<file path="config.mk">
export PLATFORM = sky130hd
export DESIGN_NAME = alu_ctrl_stage
export DESIGN_NICKNAME = d
export VERILOG_FILES = /design/src/rtl/alu_ctrl_pkg.sv /design/src/rtl/alu_ctrl_decode.sv /design/src/rtl/alu_ctrl_stage.sv
export SDC_FILE = /design/constraint.sdc
export NUM_CORES = 1
export LEC_CHECK = 0
export CORE_AREA = 2 2 39 41
export CTS_BUF_LIST = sky130_fd_sc_hd__clkbuf_8
export DETAILED_ROUTE_END_ITERATION = 12
export DIE_AREA = 0 0 41 43
export PLACE_DENSITY = 0.75
export SLEW_MARGIN = 0
export SYNTH_ARGS = -nofsm -noshare
export SYNTH_HDL_FRONTEND = slang
export SYNTH_SLANG_ARGS = --single-unit
</file>
<file path="constraint.sdc">
create_clock -name clk -period 2.2 [get_ports clk]
set_input_delay 0.44 -clock clk [delete_from_list [all_inputs] [get_ports clk]]
set_output_delay 0.44 -clock clk [all_outputs]
set_load 0.005 [all_outputs]
</file>
<file path="src/rtl/alu_ctrl_pkg.sv">
// Shared ALU control definitions: op codes, op classes and the stage entry record.
// Also imported by the 64-bit ALU.
package alu_ctrl_pkg;

  typedef enum logic [3:0] {
    ALU_AND = 4'b0000,
    ALU_OR  = 4'b0001,
    ALU_ADD = 4'b0010,
    ALU_SUB = 4'b0110,
    ALU_NOR = 4'b1100
  } alu_op_e;

  typedef enum logic [1:0] {
    OPC_LDST   = 2'b00,
    OPC_BRANCH = 2'b01,
    OPC_RTYPE  = 2'b10,
    OPC_RSVD   = 2'b11
  } op_class_e;

  typedef struct packed {
    logic       valid;
    logic [3:0] alu_ctrl;
    logic       illegal;
  } stage_entry_t;

endpackage

</file>
<file path="src/rtl/alu_ctrl_decode.sv">
// Combinational decode of {op_class, funct7[5], funct3} into ALU op code and illegal flag.
module alu_ctrl_decode
  import alu_ctrl_pkg::*;
(
  input  logic [1:0] op_class_i,
  input  logic       funct7_5_i,
  input  logic [2:0] funct3_i,
  output logic [3:0] alu_ctrl_o,
  output logic       illegal_o
);

  always_comb begin
    alu_ctrl_o = ALU_NOR;
    illegal_o  = 1'b1;
    case (op_class_e'(op_class_i))
      OPC_LDST: begin
        alu_ctrl_o = ALU_ADD;
        illegal_o  = 1'b0;
      end
      OPC_BRANCH: begin
        alu_ctrl_o = ALU_SUB;
        illegal_o  = 1'b0;
      end
      OPC_RTYPE: begin
        case ({funct7_5_i, funct3_i})
          4'b0_000: begin alu_ctrl_o = ALU_ADD; illegal_o = 1'b0; end
          4'b1_000: begin alu_ctrl_o = ALU_SUB; illegal_o = 1'b0; end
          4'b0_111: begin alu_ctrl_o = ALU_AND; illegal_o = 1'b0; end
          4'b0_110: begin alu_ctrl_o = ALU_OR;  illegal_o = 1'b0; end
          default: ;
        endcase
      end
      default: ;
    endcase
  end

endmodule

</file>
<file path="src/rtl/alu_ctrl_stage.sv">
// Registered ALU control stage: decode plus valid/ready handshake with a one-entry skid buffer.
// Optional saturating illegal-op counter enabled by `define ALU_CTRL_ILLEGAL_CNT_EN.
module alu_ctrl_stage
  import alu_ctrl_pkg::*;
#(
  parameter int unsigned ILLEGAL_CNT_W = 8
) (
  input  logic       clk,
  input  logic       reset_n,
  input  logic       in_valid,
  output logic       in_ready,
  input  logic [1:0] op_class,
  input  logic [2:0] funct3,
  input  logic       funct7_5,
  output logic       out_valid,
  input  logic       out_ready,
  output logic [3:0] alu_ctrl,
  output logic       illegal
`ifdef ALU_CTRL_ILLEGAL_CNT_EN
  ,
  output logic [ILLEGAL_CNT_W-1:0] illegal_count
`endif
);

  stage_entry_t out_q, out_d;
  stage_entry_t skid_q, skid_d;
  logic [3:0]   dec_ctrl;
  logic         dec_illegal;
  logic         in_xfer;
  logic         out_free;

  alu_ctrl_decode u_decode (
    .op_class_i (op_class),
    .funct7_5_i (funct7_5),
    .funct3_i   (funct3),
    .alu_ctrl_o (dec_ctrl),
    .illegal_o  (dec_illegal)
  );

  // in_ready comes straight from the skid flop, so out_ready never reaches it combinationally.
  assign in_ready = !skid_q.valid;
  assign in_xfer  = in_valid && in_ready;
  assign out_free = !out_q.valid || out_ready;

  always_comb begin
    out_d  = out_q;
    skid_d = skid_q;
    if (out_free) begin
      if (skid_q.valid) begin
        out_d        = skid_q;
        skid_d.valid = 1'b0;
      end else if (in_xfer) begin
        out_d = '{valid: 1'b1, alu_ctrl: dec_ctrl, illegal: dec_illegal};
      end else begin
        out_d.valid = 1'b0;
      end
    end else if (in_xfer) begin
      skid_d = '{valid: 1'b1, alu_ctrl: dec_ctrl, illegal: dec_illegal};
    end
  end

  always_ff @(posedge clk or negedge reset_n) begin
    if (!reset_n) begin
      out_q  <= '0;
      skid_q <= '0;
    end else begin
      out_q  <= out_d;
      skid_q <= skid_d;
    end
  end

  assign out_valid = out_q.valid;
  assign alu_ctrl  = out_q.alu_ctrl;
  assign illegal   = out_q.illegal;

`ifdef ALU_CTRL_ILLEGAL_CNT_EN
  logic [ILLEGAL_CNT_W-1:0] cnt_q, cnt_d;

  always_comb begin
    cnt_d = cnt_q;
    if (out_q.valid && out_ready && out_q.illegal && (cnt_q != '1))
      cnt_d = cnt_q + 1'b1;
  end

  always_ff @(posedge clk or negedge reset_n) begin
    if (!reset_n) cnt_q <= '0;
    else          cnt_q <= cnt_d;
  end

  assign illegal_count = cnt_q;
`endif

endmodule

</file>
==> summary.md <==
| Metric | Value |
|---|---|
| DRT antenna net count | 0 |
| P&R area growth vs syn | 38.53% |
| VDD IR max | 0.0003988 V |
| Pwr dens | 776.5 nW/um^2 |
| Die height | 43 um |
| Final setup viols | 0 |
| Gate count of the mapped netlist | 59 |
| Clock Latency Late Sink | 230 ps |
| Worst-Margin Slew | 590.6 ps |
| Outcome | completed |
| Area of the multi-input gates | 252.7 um^2 |
| Clk pwr share | 31.9% |
| Die area | 1763 um^2 |
| Design area | 778.2 um^2 |
| Syn avg cell area | 9.522 um^2 |
| CP cell instances | inv_1 -> clkdlybuf4s50_1 |
| Port bufs | 16 |
| Leakage | 0.3373 nW |
| CTS tree | done |
| Crit share post-route | 84.29% |
| I/O pins | 17 |
| P_int | 0.4559 mW |
| Core box area | 1384 um^2 |
| Post-CTS setup buffers | 0 |
| WP data required | 1760 ps |
| Max Transition Viols Final | 0 |
| Logic pwr share | 21.8% |
| Register area share after synthesis | 53.45% |
| Layout Nets | 89 |
| DR iter-0 viols | 4 |
| Netlist cell types | 21 |
| CTS Buffer Depth | 2 |
| Total number of vias | 488 |
| Relative slew margins | 60.21% |
| Kind of start point of the critical path | flop |
| Die width | 41 um |
| Hold Violations, Final | 0 |
| Slowest-stage cell, CP | clkdlybuf4s50_1 |
| Hold_buf cts | 0 |
| Maxcap violations | 0 |
| DR WL/cell | 12.60 um |
| Switching Power | 0.1485 mW |
| Mapped cell area | 561.8 um^2 |
| Layout cells sized above 1 | 6.494% |
| Post-route DRC | 0 |
| GR Util All Layers | 16.46% |
| Most common cell after layout, fill and taps aside | clkdlybuf4s50_1 |
| Delay of the slowest cell on the worst path | 520 ps |
| Inserted Diodes | 0 |
| Kind of critical path | flop to primary output |
| Num Clock Sinks | 12 |
| Placed instance area | 737.0 um^2 |
| Max Fclk | 0.5393 GHz |
| Initial Utilization | 40.60% |
| GPL Wtd Cong | 0.7134 |
| Post-layout min period | 1854 ps |
| Seq cells post-synth | 12 |
| Vias in the first global route | 489 |
| Yosys synthesis warning count | 0 |
| Post-DP HPWL | 929.1 um |
| Most frequent cells in the layout | 16 x clkdlybuf4s50_1, 12 x dfrtp_1, 10 x nand2_1 |
| Root Buffer | clkbuf_8 |
| Worst hold path class | flop to flop |
| Drt total wl | 1172 um |
| Final TNS setup | 0 ps |
| Crit path max fanout | 11 |
| Clock buffer count from CTS | 3 |
| Global-route wire length before repair | 1911 um |
| DRT Pass-1 Iters | 4 |
| CP endpoint kind | primary output |
| Grt ovf | 0 |
| Post_cts resized | 0 |
| RSZ-0062 raised after global routing | false |
| Standard-cell rows | 14 |
| Clock Pin Slew Worst Setup and Hold Paths | 50 ps |
| Routed vias/inst | 5.247 |
| Part of the power in registers | 46.3% |
| CP arrival | 1410 ps |
| Initial antenna violation count | 0 |
| Largest net degree at the start of global routing | 13 |
| Post-Syn Nets | 69 |
| Switching part of the total | 24.57% |
| Register area | 300.3 um^2 |
| Filler Cell Count | 133 |
| Fin Clk Skew | 3.397 ps |
| H-tree Lvls | 1 |
-- per-layer routing --
layer / GRT usage (%) / routed length (um) / vias up
met1: 18.77 / 532 / 228
met4: 8.000 / 9 / 0
met2: 26.56 / 570 / 12
met5: 0 / 0 / -
li1: - / - / 246
met3: 4.712 / 58 / 2
-- kinds of logic (layout without fill, tap and decap cells) --
family	count (synthesis)	after routing	share of synthesized area [%]
AOI/OAI and AO/OA	19	19	21.60
buffers and inverters	2	20	1.558
DFF	12	12	53.45
and+or+nand+nor	26	26	23.39
-- final cells by class --
| type | instances | share of cell area [%] |
|---|---|---|
| inverter | 1 | 0.4823 |
| clock buffer | 3 | 5.305 |
| timing repair buffer | 16 | 20.58 |
| tap | 16 | 2.572 |
| multi-input combinational | 45 | 32.48 |
| sequential | 12 | 38.59 |
-- flip-flops by register name, indices dropped and copies added, names as in the netlist --
register,flops
out_valid,1
illegal,1
alu_ctrl,4
skid_q,6
-- power groups by stage --
| stage | Clock (mW) | Combinational (mW) | Sequential, mW |
|---|---|---|---|
| after floorplan | 0 | 0.0571 | 0.280 |
| after global placement | 0 | 0.130 | 0.283 |
| after detailed placement | 0 | 0.134 | 0.284 |
| after CTS | 0.198 | 0.134 | 0.280 |
| after global routing | 0.211 | 0.148 | 0.284 |
| final | 0.193 | 0.131 | 0.280 |
-- synthesized netlist by cell type --
cell type  count  share of area (%)
a21o_1         3                4.0
o21ai_1        2                1.8
or3_1          1                1.1
nor2b_1        1                1.1
buf_2          1               0.89
o31ai_1        1                1.3
or4b_4         1                2.4
nand2_1       10                6.7
a21oi_1        6                5.3
nand3b_1       2                2.7
nor2_1         7                4.7
dfrtp_1       12                 53
a21boi_0       1                1.3
inv_1          1               0.67
o21ai_0        3                2.7
o211ai_2       1                2.2
o21a_1         1                1.3
nand3_1        2                1.8
nand2b_1       1                1.1
nor4bb_1       1                1.8
o41ai_1        1                1.6
-- metrics by stage --
step	total power, mW	cells	hold slack (ps)	utilization [%]	worst slack (ps)
after floorplan	0.3371	59	144.4	-	801.2
after global placement	0.4131	90	452.9	53.25	295.3
after detailed placement	0.4183	90	464.1	53.25	259.8
after CTS	0.6123	93	475.6	56.24	347.8
after global routing	0.6433	93	487.9	56.24	291.0
final	0.6043	93	468.9	56.24	345.6
-- worst max-delay path, delay by kind of cell, from the launching register on --
| kind | cells | cell delay, ps |
|---|---|---|
| buffers and inverters | 2 | 690 |
| DFF | 1 | 490 |
-- path summary, 6_finish.rpt --
check	from	to	slack, ps	cells after the start
min in group asynchronous	reset_n	skid_q[1]$_DFFE_PN0P_	560	1
setup reg to reg	skid_q[5]$_DFFE_PN0P_	alu_ctrl[2]$_DFFE_PN0P_	750	3
hold / removal	skid_q[2]$_DFFE_PN0P_	skid_q[2]$_DFFE_PN0P_	470	2
hold reg to reg	skid_q[2]$_DFFE_PN0P_	skid_q[2]$_DFFE_PN0P_	470	2
max in group asynchronous	reset_n	skid_q[5]$_DFFE_PN0P_	1290	1
setup / recovery	skid_q[5]$_DFFE_PN0P_	in_ready	350	2
Note: power is estimated with default switching activity, not from simulation.
